## src/rtl/sprite_display.sv

```systemverilog
// sprite_display: animated sprite renderer for a raster video pipeline.
// Hit-tests the current pixel against a fixed-size sprite box. It then
// issues a registered address to an external 1-cycle-latency image ROM and
// returns the pixel color two cycles after the x/y sample.
// A small FSM (IDLE/PLAY/DONE) steps through NUM_FRAMES animation frames
// stored back-to-back in the ROM, one step every TICKS_PER_FRAME frame_ticks.
// Optional feature: define SPRITE_TRANSPARENCY_EN to treat ROM pixels equal
// to TRANSPARENT_COLOR as misses (color-keyed transparency).
module sprite_display #(
  parameter int unsigned LEFT_EDGE         = 90,
  parameter int unsigned SPR_WIDTH         = 35,
  parameter int unsigned SPR_HEIGHT        = 35,
  parameter int unsigned BITS_PER_COLOR    = 12,
  parameter int unsigned NUM_FRAMES        = 4,
  parameter int unsigned TICKS_PER_FRAME   = 6,
  parameter int unsigned TRANSPARENT_COLOR = 12'h000,
  parameter int unsigned ADDR_W            = 13
) (
  input  logic                      clk,
  input  logic                      reset_n,
  input  logic [9:0]                x,
  input  logic [8:0]                y,
  input  logic [31:0]               sprite_top,
  input  logic                      frame_tick,
  input  logic                      anim_en,
  input  logic                      anim_oneshot,
  input  logic                      restart,
  output logic [ADDR_W-1:0]         rom_addr,
  input  logic [BITS_PER_COLOR-1:0] rom_data,
  output logic                      inside_sprite,
  output logic [BITS_PER_COLOR-1:0] colorData,
  output logic [((NUM_FRAMES > 1) ? $clog2(NUM_FRAMES) : 1)-1:0] frame_idx,
  output logic                      anim_done
);

  localparam int unsigned FRAME_W    = (NUM_FRAMES > 1) ? $clog2(NUM_FRAMES) : 1;
  localparam int unsigned CNT_W      = (TICKS_PER_FRAME > 1) ? $clog2(TICKS_PER_FRAME) : 1;
  localparam int unsigned FRAME_SIZE = SPR_WIDTH * SPR_HEIGHT;
  localparam logic [CNT_W-1:0]   LAST_TICK  = CNT_W'(TICKS_PER_FRAME - 1);
  localparam logic [FRAME_W-1:0] LAST_FRAME = FRAME_W'(NUM_FRAMES - 1);

  // Elaboration-time sanity checks on the parameter set
  if (ADDR_W < $clog2(NUM_FRAMES * FRAME_SIZE)) begin : g_bad_addr_w
    $error("sprite_display: ADDR_W too small for NUM_FRAMES*SPR_WIDTH*SPR_HEIGHT");
  end
  if ((64'(TRANSPARENT_COLOR) >> BITS_PER_COLOR) != 64'd0) begin : g_bad_key
    $error("sprite_display: TRANSPARENT_COLOR wider than BITS_PER_COLOR");
  end

  typedef enum logic [1:0] {
    IDLE = 2'd0,
    PLAY = 2'd1,
    DONE = 2'd2
  } anim_state_t;

  anim_state_t        state, state_next;
  logic [CNT_W-1:0]   counter, counter_next;
  logic [FRAME_W-1:0] frame_next;

  logic [31:0]        x_wide, y_wide;
  logic               pix_hit;
  logic [ADDR_W-1:0]  pix_addr;
  logic               hit_d1, hit_d2;

  // Hit test and ROM address for the current pixel, all at 32-bit unsigned
  always_comb begin
    x_wide   = 32'(x);
    y_wide   = 32'(y);
    pix_hit  = (x_wide >= LEFT_EDGE) && (x_wide < LEFT_EDGE + SPR_WIDTH) &&
               (y_wide >= sprite_top) && (y_wide < sprite_top + SPR_HEIGHT);
    pix_addr = ADDR_W'(32'(frame_idx) * FRAME_SIZE + (x_wide - LEFT_EDGE) +
                       SPR_WIDTH * (y_wide - sprite_top));
  end

  // Pixel pipeline: register ROM address and carry the hit flag two stages
  always_ff @(posedge clk or negedge reset_n) begin
    if (!reset_n) begin
      rom_addr <= '0;
      hit_d1   <= 1'b0;
      hit_d2   <= 1'b0;
    end else begin
      rom_addr <= pix_hit ? pix_addr : '0;
      hit_d1   <= pix_hit;
      hit_d2   <= hit_d1;
    end
  end

`ifdef SPRITE_TRANSPARENCY_EN
  assign inside_sprite = hit_d2 && (rom_data != BITS_PER_COLOR'(TRANSPARENT_COLOR));
`else
  assign inside_sprite = hit_d2;
`endif

  assign colorData = inside_sprite ? rom_data : '0;
  assign anim_done = (state == DONE);

  // Animation state, tick counter and frame index registers
  always_ff @(posedge clk or negedge reset_n) begin
    if (!reset_n) begin
      state     <= IDLE;
      counter   <= '0;
      frame_idx <= '0;
    end else begin
      state     <= state_next;
      counter   <= counter_next;
      frame_idx <= frame_next;
    end
  end

  // Next-state logic: disable and restart override normal playback
  always_comb begin
    state_next   = state;
    counter_next = counter;
    frame_next   = frame_idx;
    if (!anim_en) begin
      state_next   = IDLE;
      counter_next = '0;
      frame_next   = '0;
    end else if (restart) begin
      state_next   = PLAY;
      counter_next = '0;
      frame_next   = '0;
    end else begin
      case (state)
        IDLE: begin
          state_next   = PLAY;
          counter_next = '0;
          frame_next   = '0;
        end
        PLAY: begin
          if (frame_tick) begin
            if (counter == LAST_TICK) begin
              counter_next = '0;
              if (frame_idx == LAST_FRAME) begin
                if (anim_oneshot) begin
                  state_next = DONE;
                end else begin
                  frame_next = '0;
                end
              end else begin
                frame_next = frame_idx + FRAME_W'(1);
              end
            end else begin
              counter_next = counter + CNT_W'(1);
            end
          end
        end
        DONE: begin
          state_next = DONE;
        end
        default: begin
          state_next   = IDLE;
          counter_next = '0;
          frame_next   = '0;
        end
      endcase
    end
  end

endmodule

```

## config.mk

```make
export PLATFORM = sky130hd
export DESIGN_NAME = sprite_display
export DESIGN_NICKNAME = d
export VERILOG_FILES = /design/src/rtl/sprite_display.sv
export SDC_FILE = /design/constraint.sdc
export NUM_CORES = 1
export LEC_CHECK = 0
export ABC_AREA = 1
export CELL_PAD_IN_SITES_DETAIL_PLACEMENT = 1
export CELL_PAD_IN_SITES_GLOBAL_PLACEMENT = 2
export CORE_AREA = 2 2 120 145
export CTS_CLUSTER_DIAMETER = 50
export DETAILED_ROUTE_END_ITERATION = 8
export DIE_AREA = 0 0 122 147
export GPL_TIMING_DRIVEN = 0
export PLACE_DENSITY_LB_ADDON = 0.1
export SKIP_LAST_GASP = 1
export SLEW_MARGIN = 10
export SYNTH_ARGS = -nofsm -noshare
export SYNTH_HDL_FRONTEND = slang
export SYNTH_SLANG_ARGS = --single-unit
```

## constraint.sdc

```tcl
create_clock -name clk -period 4.6 [get_ports clk]
set_input_delay 0.69 -clock clk [delete_from_list [all_inputs] [get_ports clk]]
set_output_delay 0.69 -clock clk [all_outputs]
set_load 0.01 [all_outputs]
```

# Word-level counts from Yosys, hierarchy flattened
# Index checks and enable logic that the tools add are counted.
[word_totals]
ff_bits = 22
in_bits = 69
out_inout_bits = 29
word_cells = 57
[op_classes]
add_sub_neg = 7
n_mul = 2
order_cmp = 4
n_eq_ne = 10
n_mux = 21
n_reduce_logical = 7
[op_table]
columns = ["operator", "count"]
rows = [
  ["32-bit by 6-bit adder with 32-bit output (second input constant)", 1],
  ["9-bit by 32-bit greater-or-equal comparator with 1-bit output", 1],
  ["9-bit by 32-bit < comparator with 1-bit output", 1],
  ["6-bit by 32-bit multiplier with 13-bit output (first input constant)", 1],
  ["9-bit by 32-bit subtractor with 32-bit output", 1],
  ["2-bit two-way mux", 12],
  ["4-bit inequality test (second input constant)", 4],
  ["13-bit by 11-bit adder with 13-bit output", 1],
  ["13-bit adder", 1],
  ["2-bit by 11-bit multiplier with 13-bit output (second input constant)", 1],
  ["13-bit two-way mux", 1],
  ["12-bit two-way mux", 1],
  ["3-bit two-way mux", 4],
  ["10-bit by 7-bit subtractor with 11-bit output (second input constant)", 1],
  ["10-bit by 7-bit greater-or-equal comparator with 1-bit output (second input constant)", 1],
  ["10-bit by 7-bit < comparator with 1-bit output (second input constant)", 1],
  ["4-bit AND reduction", 2],
  ["2-bit one-hot mux with 3 select lines", 1],
  ["3-bit one-hot mux with 2 select lines", 1],
  ["5-bit inequality test (second input constant)", 1],
  ["2-bit equality test (second input constant)", 2],
  ["2-bit one-hot mux with 2 select lines", 1],
  ["3-bit by 1-bit adder with 3-bit output (second input constant)", 1],
  ["3-bit equality test (second input constant)", 1],
  ["other kinds (6)", 8],
]

# Longest topological paths before layout
# Gate-level depths: netlist (run 1).
[logic_depth]
ltp_word = 7
mapped_depth = 28
ltp_nobuf = 27

# Worst setup path after synthesis (run 1)
# Ideal clock, no wire load.
[synth_timing]
kind = "in2reg"
from = "input y[0]"
to = "register rom_addr[10]"
setup_ns = 0.121
arrival_ns = 4.840
required_ns = 4.479
setup_slack_ns = -0.361
cell_stages = 24
n_path_buf = 0
path_cell_list = "inv_1 ha_1 fa_1 nand3b_1 nand2_1 a31o_2 xor2_1 inv_1 nor2_1 nor2_1 ha_1 fa_1 inv_1 fa_1 inv_1 ha_1 a21oi_1 nand2_1 a21oi_1 nor2_1 o21ai_0 nand2_1 xnor2_1 nor2_2"
[synth_between]
elab_chain_len = 4
word_cells_on_any_way = 8
classes_between = "add/sub (2); mul (1); order compare (2); mux (1); reduce/logical (2)"
[synth_lines]
columns = ["item", "line_no", "rtl"]
rows = [
  ["start: declaration", "22", "input logic [8:0] y,"],
  ["9-bit by 32-bit subtractor with 32-bit output or 9-bit by 32-bit greater-or-equal comparator with 1-bit output (tied branches)", "72, 70", ""],
  ["6-bit by 32-bit multiplier with 13-bit output or 1-bit logical AND (tied branches)", "72, 69", ""],
  ["13-bit adder or 1-bit logical AND (tied branches)", "71, 70", ""],
  ["13-bit two-way mux *", "82", "rom_addr <= pix_hit ? pix_addr : '0;"],
  ["end signal: assignment", "82", ""],
  ["end: declaration", "28", "output logic [ADDR_W-1:0] rom_addr,"],
]
# Mark *: on every way between the ends. The rest lies on a longest branch, timed or not.
# A chain may end at the register's enable or synchronous reset.

# Worst setup path after layout (run 1)
[layout_timing]
from = "input y[0]"
to = "register rom_addr[11]"
# The elaborated chain is that of the path after synthesis.

==> qor.yml, run 1 <==
placement:
  dp.cells: 1020
  portBuffers: 94
  place_ws_ps: -1230
  dpl_cell_area_sq_um: 6150
  place_congestion: 0.815
  dpl.hpwl_mm: 12.7
synth:
  synth_top_family_by_area: "simple AND/OR/NAND/NOR gates"
  synth.avg_cell_area_sq_um: 6.65
  syn_nets: 874
  synth-xor-area-share_pct: 7.05
  synth_seq_cells: 22
  synth-adder-area-share_pct: 29.3
  synth_simple_gate_area_share_pct: 31.0
  yosysWarningCount: 0
  syn-instance-count: 710
  muxShareOfSynthArea_pct: 0
  synth_compound_area_share_pct: 6.68
  ys_seq_area_share_pct: 11.7
  synth_area_sq_um: 4720
  yosysUniqueCellTypes: 40
pwr:
  p_per_area_nw_per_um2: 523
  ir_worst_vdd_v: 0.000323
  power_switching_mw: 1.73
  swShare_pct: 49.1
  comb_power_share_pct: 89.2
  p_seq_share_pct: 5.7
  p_int_mw: 1.80
  power_leakage_nw: 3.38
  pwr-share-clk_pct: 5.1
  finalPower_mw: 3.53
global_routing:
  grt_max_degree: 23
  grt_pass1_wl_mm: 24.3
  antenna_found_initial: 0
  grt_overflow_total: 0
  grt_usage_pct: 16.6
  grt_pass1_vias: 5209
clocking:
  cts_buffer_depth: 2
  cts_tree: "yes"
  cts_made_buffers: 3
  clk_pin_slew_worst_paths_ps: 50
  cts_root_buffer: "clkbuf_16"
  worstSkewPairLatency_ps: 260
  cts_sinks: 22
  ctsHtreeMaxLevel: 1
timing:
  min_period_ps: 4760
  min_period_over_period_pct: 103
  hold_ws_ps: 355
  hold_viol: 0
  fin_setup_tns_ps: -473
  tightest_slew_ps: 987
  setup_violations: 5
  final.setup.worst_slack_ps: -159
  finalClockSkew_ps: 5.73
  max_slew_margin_pct: 34.0
  rsz0062_at_grt: "yes"
  drv_slew: 0
  fmaxAchievable_mhz: 210
run_status:
  violations: "setup timing"
  status: "finished with violations"
worst_setup_path:
  crit_required_ps: 4740
  crit_type: "input pin to register"
  crit_path_max_fanout: 4
  critPathCaptureType: "register"
  critPathLaunchType: "input pin"
  worstPathArrival_ps: 4900
drt:
  vias: 4840
  antenna_left: 0
  totalWireLength_mm: 14.4
  drc: 0
  vias_per_cell: 4.60
  drt_iter0_markers: 66
  first_pass_iters: 4
  wl_per_cell_microns: 13.7
floorplan:
  core.rowCount: 52
  dieWidth_microns: 122
  die_area_sq_um: 17900
  pin_count: 98
  coreArea_sq_um: 16600
  die_h_microns: 147
  start_util_pct: 28.5
finish:
  drive_above_1_share_pct: 19.3
  final_cell_mix: "159 x nand2_1, 148 x inv_1, 73 x clkdlybuf4s50_1, 51 x nor2_1, 46 x ha_1"
  design_area_sq_um: 6750
  fin_cells: 1052
  fin_util_pct: 40.7
  fin_nets: 1002
  n_antenna_cell: 0
  syn_to_final_growth_pct: 43.0
  layout_commonest_cell: "nand2_1"
flow_run:
  drv_cap: 0
hold_path:
  min_path_type: "register to register"
[power groups by stage]
stage	clock network, mW	logic (mW)	registers, mW
after floorplan	0	1.94	0.203
after global placement	0	2.45	0.205
after detailed placement	0	2.49	0.205
after CTS	0.185	3.04	0.201
after global routing	0.191	3.55	0.202
final	0.180	3.15	0.201
[cell usage after synthesis]
cell type    n  share of area [%]
and2_1       1               0.13
xnor2_1     11                2.0
o22ai_1      1               0.13
o21ai_0     15                1.6
inv_1      163                 13
nand3b_1     6               0.95
o21ai_1      1               0.11
nand3_1     41                4.3
a31o_2       1               0.19
o21bai_1     1               0.16
a22oi_1      1               0.16
nor4_1       6               0.79
a21oi_1     22                2.3
buf_4        2               0.32
nor3_1       9               0.95
or2_2        1               0.13
fa_1        26                 11
buf_6        1               0.24
nor2_2      15                2.0
nand2_4      1               0.24
o41ai_1      1               0.19
inv_2        5               0.40
dfrtp_1     22                 12
or3_1        1               0.13
nor2_1      53                4.2
nand4_1     14                1.9
o21a_1       2               0.32
a21boi_0     1               0.16
nand2_1    169                 13
a31oi_1      4               0.53
nor3_2       1               0.21
xor2_1      27                5.0
nand2_2      4               0.53
clkbuf_1     1              0.079
a41oi_1      1               0.19
nor2_4       2               0.48
ha_1        69                 18
nand3_2      3               0.64
buf_8        1               0.32
o211ai_1     4               0.64
[kinds of logic (layout without fill, tap and decap cells)]
group / Yosys count / in the layout
AND/OR/NAND/NOR: 327 / 327
buffers and inverters: 173 / 299
adder cells (fa/ha/maj): 95 / 95
AO/OA/AOI/OAI: 55 / 55
XOR/XNOR: 38 / 38
flip-flops: 22 / 22
[flip-flops by register name, indices dropped and copies added, names as in the netlist]
signal	cells
state	2
inside_sprite	1
counter	3
hit_d1	1
frame_idx	2
rom_addr	13
[per-layer routing]
layer,up-vias,wire length (microns),global-route usage (%)
met2,75,8310,34.5
met1,2297,5630,18.1
met4,0,159,2.93
met3,9,348,0.660
met5,-,0,0
li1,2459,-,-
[worst paths after layout]
check / start / endpoint / slack, ps / depth (start not counted)
worst max-delay path: y[0] / rom_addr[11] / -160 / 25
worst min-delay path: hit_d1 / inside_sprite / 350 / 0
worst max register to register: frame_idx[0] / rom_addr[12] / 590 / 17
worst min register to register: hit_d1 / inside_sprite / 350 / 0
max in group asynchronous: reset_n / rom_addr[3] / 3020 / 1
min in group asynchronous: reset_n / rom_addr[10] / 980 / 1
[timing repair]
action,CTS,global route
gates resized for setup,116,11
setup buffers,23,7
hold buffers,0,0
pin swaps,41,21
setup endpoints to repair,9,6
[worst max-delay path: stages]
cell and delay, ps:
buf_8 90, inv_12 30, ha_4 150, fa_2 370, nand3b_1 190, nand2_2 130, buf_6 110, a31o_4 170
xor2_4 200, nor2_2 80, fa_1 460, fa_1 500, inv_1 60, fa_1 540, inv_2 50, ha_4 230
nand2_2 70, inv_2 40, a21oi_2 150, nand2_1 80, nand2_2 90, nand2_2 50, a21oi_2 130, xor2_1 190
nor2_2 40
[cell type report]
| class | count | area (sq um) |
|---|---|---|
| buffer | 5 | 45.0 |
| clock buffer | 3 | 75.1 |
| fill | 2086 | 9840 |
| inverter | 168 | 646 |
| multi-input combinational | 515 | 4030 |
| sequential | 22 | 551 |
| tap | 216 | 270 |
| timing repair buffer | 123 | 1130 |
Power figures use the tool's default switching activity.
==> run 2, diff against run 1 <==
CORE_AREA = 2 2 116 141   (was 2 2 120 145)
DIE_AREA = 0 0 118 143   (was 0 0 122 147)
clock period = 5.6 ns   (was 4.6 ns; I/O delays follow)
==> run 2 against run 1 <==
The flow now finishes without violations. Non-clock buffer count down 22. Register-to-register slack better by 880 ps. Cell count down 2.8%. Critical path type unchanged.
==> qor.yml, run 2 (same netlist as run 1, synthesis figures left out) <==
timing:
  fmaxAchievable_mhz: 188
  finalClockSkew_ps: 5.14
  min_period_over_period_pct: 95.2
  max_slew_margin_pct: 31.9
  setup_violations: 0
  tightest_slew_ps: 1020
  hold_viol: 0
  min_period_ps: 5330
  drv_slew: 0
drt:
  drc: 0
  vias: 4792
  antenna_left: 0
  first_pass_iters: 4
  drt_iter0_markers: 117
  wl_per_cell_microns: 13.8
  vias_per_cell: 4.68
  totalWireLength_mm: 14.2
hold_path:
  whs_path_depth: 0
  min_from: "hit_d1"
  holdPathEnd: "inside_sprite"
  min_path_type: "register to register"
clocking:
  cts_root_buffer: "clkbuf_16"
  postCtsHoldBufs: 0
  clk_pin_slew_worst_paths_ps: 60
  cts_buffer_depth: 2
  ctsHtreeMaxLevel: 1
  cts_sinks: 22
  cts_tree: "yes"
  worstSkewPairLatency_ps: 260
  cts_made_buffers: 3
worst_setup_path:
  timing.critical_path.from: "sprite_top[7]"
  worstRegToRegCells: 17
  worstPathArrival_ps: 5490
  reg2reg_slack_ps: 1470
  r2r_start: "frame_idx[0]"
  crit_type: "input pin to register"
  critPathCaptureType: "register"
  crit_path_max_fanout: 6
  r2r_end: "rom_addr[10]"
  crit_required_ps: 5760
  critPathLaunchType: "input pin"
finish:
  fin_cells: 1023
  final-seq-area_sq_um: 551
  syn_to_final_growth_pct: 35.3
  layout_commonest_cell: "nand2_1"
  max_flop_register: "rom_addr"
  n_fill_cell: 1993
  largest_register_ffs: 13
  design_area_sq_um: 6390
  n_antenna_cell: 0
  fin_nets: 980
  final_cell_mix: "164 x nand2_1, 158 x inv_1, 85 x clkdlybuf4s50_1, 56 x ha_1, 53 x nor2_1"
  drive_above_1_share_pct: 11.3
  largestRegisters: "rom_addr: 13 flops, counter: 3 flops"
  multi_input_comb_area_sq_um: 3800
floorplan:
  coreArea_sq_um: 15500
  pin_count: 98
  dieWidth_microns: 118
  core.rowCount: 50
  die_h_microns: 143
  start_util_pct: 30.6
  die_area_sq_um: 16900
global_routing:
  grt_max_degree: 23
  grt_overflow_total: 0
  grt_pass1_vias: 5013
  grt_usage_pct: 16.6
  grt_pass1_wl_mm: 23.0
  antenna_found_initial: 0
pwr:
  p_per_area_nw_per_um2: 377
  power_leakage_nw: 3.30
  ir_worst_vdd_v: 0.000226
placement:
  dpl.hpwl_mm: 12.6
  dpl_cell_area_sq_um: 5920
  portBuffers: 94
  place_congestion: 0.820
  dp.cells: 1012
flow_run:
  drv_cap: 0
run_status:
  status: "finished, final reports clean"
==> run 2: cell count changes in the layout (fill, tap and decap cells not counted), moves of 8 or more <==
| cell | before | now |
|---|---|---|
| inv_1 | 148 | 158 |
| buf_4 | 30 | 8 |
| ha_4 | 19 | 11 |
| clkdlybuf4s50_1 | 73 | 85 |
| ha_1 | 46 | 56 |
| inv_2 | 18 | 10 |
==> run 2: metal layers <==
metal  GRT usage (%)  routed length [microns]
met1            17.1                     5540
met2            36.0                     8310
met4            3.87                      133
met3           0.759                      178
met5               0                        0
==> run 2: worst max-delay path, stage by stage <==
cell	delay, ps
clkdlybuf4s50_1	520
inv_1	110
ha_4	260
a21oi_1	270
nand3_2	160
a22oi_2	160
xor2_1	210
ha_2	200
inv_1	50
fa_1	530
inv_1	60
fa_1	490
fa_2	640
ha_4	230
nand2_4	80
nor3_4	40
nand2_1	60
o211ai_1	100
a31oi_2	230
nand3_1	120
nand2_2	80
nor2_1	40
==> run 2: through the flow <==
stage	hold slack (ps)	total power, mW	util [%]	TNS [ps]	setup slack [ps]
after floorplan	331	1.45	-	0	489
after global placement	335	1.81	38.3	-1620	-464
after detailed placement	336	1.86	38.3	-1780	-499
after CTS	349	2.16	39.6	0	26.9
after global routing	361	2.70	41.3	-12.9	-12.9
final	347	2.41	41.3	0	267
==> run 2: timing repair <==
| item | in CTS | in global routing |
|---|---|---|
| resized for setup | 17 | 46 |
| setup buffers | 3 | 4 |
| pin swaps | 4 | 15 |
| setup endpoints to repair | 3 | 3 |
| endpoints found under the hold margin | 0 | 0 |
==> run 2: power breakdown <==
| group | leakage [nW] | total (mW) | switching (mW) | internal (mW) |
|---|---|---|---|---|
| registers | 0.304 | 0.165 | 0.00318 | 0.162 |
| logic | 2.95 | 2.08 | 1.19 | 0.886 |
| clock network | 0.0442 | 0.168 | 0.0591 | 0.109 |
| total | 3.30 | 2.41 | 1.25 | 1.16 |
==> run 2: cell type report <==
type / count / share of cell area [%]
buffer: 5 / 0.705
tap: 208 / 4.07
multi-input combinational: 515 / 59.4
inverter: 168 / 9.87
sequential: 22 / 8.62
clock buffer: 4 / 1.39
timing repair buffer: 101 / 15.9
==> run 2: worst max path at each step <==
stage	endpoint	cells after the start
finish	rom_addr[12]	22
global route	rom_addr[12]	24
CTS	rom_addr[11]	25
detailed placement	rom_addr[11]	25
global placement	rom_addr[11]	25
floorplan	rom_addr[10]	24
==> run 3, diff against run 2 <==
SLEW_MARGIN = 25   (was 10)
==> run 3 against run 2 <==
Sequential share of layout area about the same. Combinational power fell by 4%. Final area is 0.12% lower. Clock skew up 2.7 ps. Sequential power is essentially flat. Sequential cell count stayed put. Clock-buffer cell count did not move. Worst setup slack improved by 66 ps. Register-to-register slack improved by 20 ps. Critical path type unchanged.
==> qor.yml, run 3 (same netlist as run 1, synthesis figures left out) <==
clocking:
  cts_tree: "yes"
  cts_sinks: 22
  ctsHtreeMaxLevel: 1
  clk_pin_slew_worst_paths_ps: 60
  cts_buffer_depth: 2
  cts_made_buffers: 3
  worstSkewPairLatency_ps: 270
  postCtsHoldBufs: 0
  cts_root_buffer: "clkbuf_16"
timing:
  tightest_slew_ps: 517
  hold_viol: 0
  setup_violations: 0
  finalClockSkew_ps: 7.82
  fin_setup_tns_ps: 0
  drv_slew: 0
  hold_ws_ps: 347
  max_slew_margin_pct: 65.2
  min_period_ps: 5270
  min_period_over_period_pct: 94.1
  rsz0062_at_grt: "no"
  fmaxAchievable_mhz: 190
drt:
  vias_per_cell: 4.66
  wl_per_cell_microns: 13.7
  drc: 0
  drt_iter0_markers: 68
  antenna_left: 0
  vias: 4768
  first_pass_iters: 4
  totalWireLength_mm: 14.0
worst_setup_path:
  worstPathArrival_ps: 5470
  reg2reg_slack_ps: 1490
  crit_type: "input pin to register"
  critPathLaunchType: "input pin"
  crit_buf_inv: 5
  critPathTopFamily: "adder cells"
  worstRegToRegCells: 17
  crit_slowest_cell: "fa_2"
  crit_required_ps: 5800
  crit_path_max_incr_delay_ps: 640
  crit_path_frequent_cell: "nand2_1"
  crit_path_max_fanout: 5
  r2r_end: "rom_addr[10]"
  path_cells: "clkdlybuf4s50_1 -> ha_4 -> nand2_1 -> inv_1 -> nand2_1 -> nand3_2 -> a31oi_1 -> xor2_1 -> ha_2 -> inv_1 -> fa_1 -> inv_1 -> fa_1 -> fa_2 -> ha_4 -> nand2_4 -> nor3_4 -> nand2_1 -> o211ai_1 -> a31oi_2 -> inv_1 -> nand2_1 -> nand2_1 -> nor2_1"
  r2r_start: "frame_idx[0]"
  critPathCaptureType: "register"
finish:
  fin_nets: 980
  final_cell_mix: "166 x nand2_1, 160 x inv_1, 80 x clkdlybuf4s50_1, 56 x ha_1, 53 x nor2_1"
  drive_above_1_share_pct: 10.9
  largestRegisters: "rom_addr: 13 flops, counter: 3 flops"
  fin_cells: 1023
  fin_util_pct: 41.3
  largest_register_ffs: 13
  syn_to_final_growth_pct: 35.1
  max_flop_register: "rom_addr"
  n_antenna_cell: 0
  n_fill_cell: 1988
  layout_commonest_cell: "nand2_1"
placement:
  place_congestion: 0.820
  dp.cells: 1012
  portBuffers: 94
  dpl.hpwl_mm: 12.5
global_routing:
  grt_pass1_wl_mm: 22.9
  grt_overflow_total: 0
  grt_usage_pct: 16.5
  antenna_found_initial: 0
  grt_max_degree: 23
  grt_pass1_vias: 5037
pwr:
  finalPower_mw: 2.33
  power_leakage_nw: 3.34
  p_per_area_nw_per_um2: 365
  ir_worst_vdd_v: 0.000236
hold_path:
  whs_path_depth: 0
  holdPathEnd: "inside_sprite"
  min_path_type: "register to register"
  min_from: "hit_d1"
flow_run:
  drv_cap: 0
floorplan:
  die_area_sq_um: 16900
  die_h_microns: 143
  core.rowCount: 50
  pin_count: 98
  start_util_pct: 30.6
  dieWidth_microns: 118
  coreArea_sq_um: 15500
run_status:
  status: "finished, final reports clean"
## run 3: changes by cell type in the layout (fill, tap and decap cells not counted), moves of 2 or more
cell,delta
dlymetal6s2s_1,+5
inv_2,-2
clkdlybuf4s50_1,-5
inv_1,+2
nand2_1,+2
nand2_2,-2
## run 3: what timing repair did
action | 4_1_cts | 5_1_grt
resized for setup | 14 | 50
endpoints found under the setup margin | 3 | 3
setup buffers | 3 | 4
pin swaps | 4 | 11
## run 3: power breakdown
part / leakage, nW / internal, mW / switching (mW)
clock: 0.0442 / 0.109 / 0.0608
sequential: 0.304 / 0.162 / 0.00320
combinational: 3.00 / 0.847 / 1.15
total: 3.34 / 1.12 / 1.21
## run 3: routing by layer
metal | part of all wire, % | global-route usage [%] | up-vias
met4 | 1.0 | 4.12 | 0
li1 | - | - | 2415
met1 | 39 | 16.6 | 2292
met3 | 1.9 | 0.759 | 7
met2 | 58 | 36.0 | 54
met5 | 0 | 0 | -
## run 3: layout make-up
| class | instances | area [sq um] | area share [%] |
|---|---|---|---|
| timing repair buffer | 101 | 1030 | 16.1 |
| sequential | 22 | 551 | 8.63 |
| clock buffer | 4 | 88.8 | 1.39 |
| inverter | 168 | 631 | 9.88 |
| buffer | 5 | 45.0 | 0.706 |
| multi-input combinational | 515 | 3780 | 59.2 |
| tap | 208 | 260 | 4.08 |
## run 3: worst register-to-register path, cell delays in order (launching register included)
cell and delay (ps):
dfrtp_1 530, fa_1 590, inv_1 60, fa_1 500
inv_1 50, fa_1 480, inv_1 60, fa_1 520
inv_1 70, ha_4 290, nand2_1 70, nor3_2 240
a21oi_2 120, nor2_1 90, o21ai_0 70, nand2_1 80
xnor2_1 130, nor2_2 50
## run 3: worst max path at each step
| stage | from | depth (start not counted) | to | slack, ps |
|---|---|---|---|---|
| 2_1_floorplan | y[0] | 24 | rom_addr[10] | 490 |
| 3_3_place_gp | sprite_top[2] | 25 | rom_addr[11] | -460 |
| 3_5_place_dp | sprite_top[2] | 25 | rom_addr[11] | -500 |
| 4_1_cts | sprite_top[0] | 24 | rom_addr[11] | -0.3 |
| 5_1_grt | y[5] | 24 | rom_addr[12] | 20 |
| 6_report | y[5] | 24 | rom_addr[12] | 330 |
## run 3: through the flow
| stage | instance area, sq um | setup slack, ps |
|---|---|---|
| detailed placement | 5920 | -502 |
| global placement | 5920 | -464 |
| finish | 6380 | 333 |
| floorplan | 4720 | 489 |
| global route | 6380 | 22.7 |
| CTS | 6100 | -0.293 |
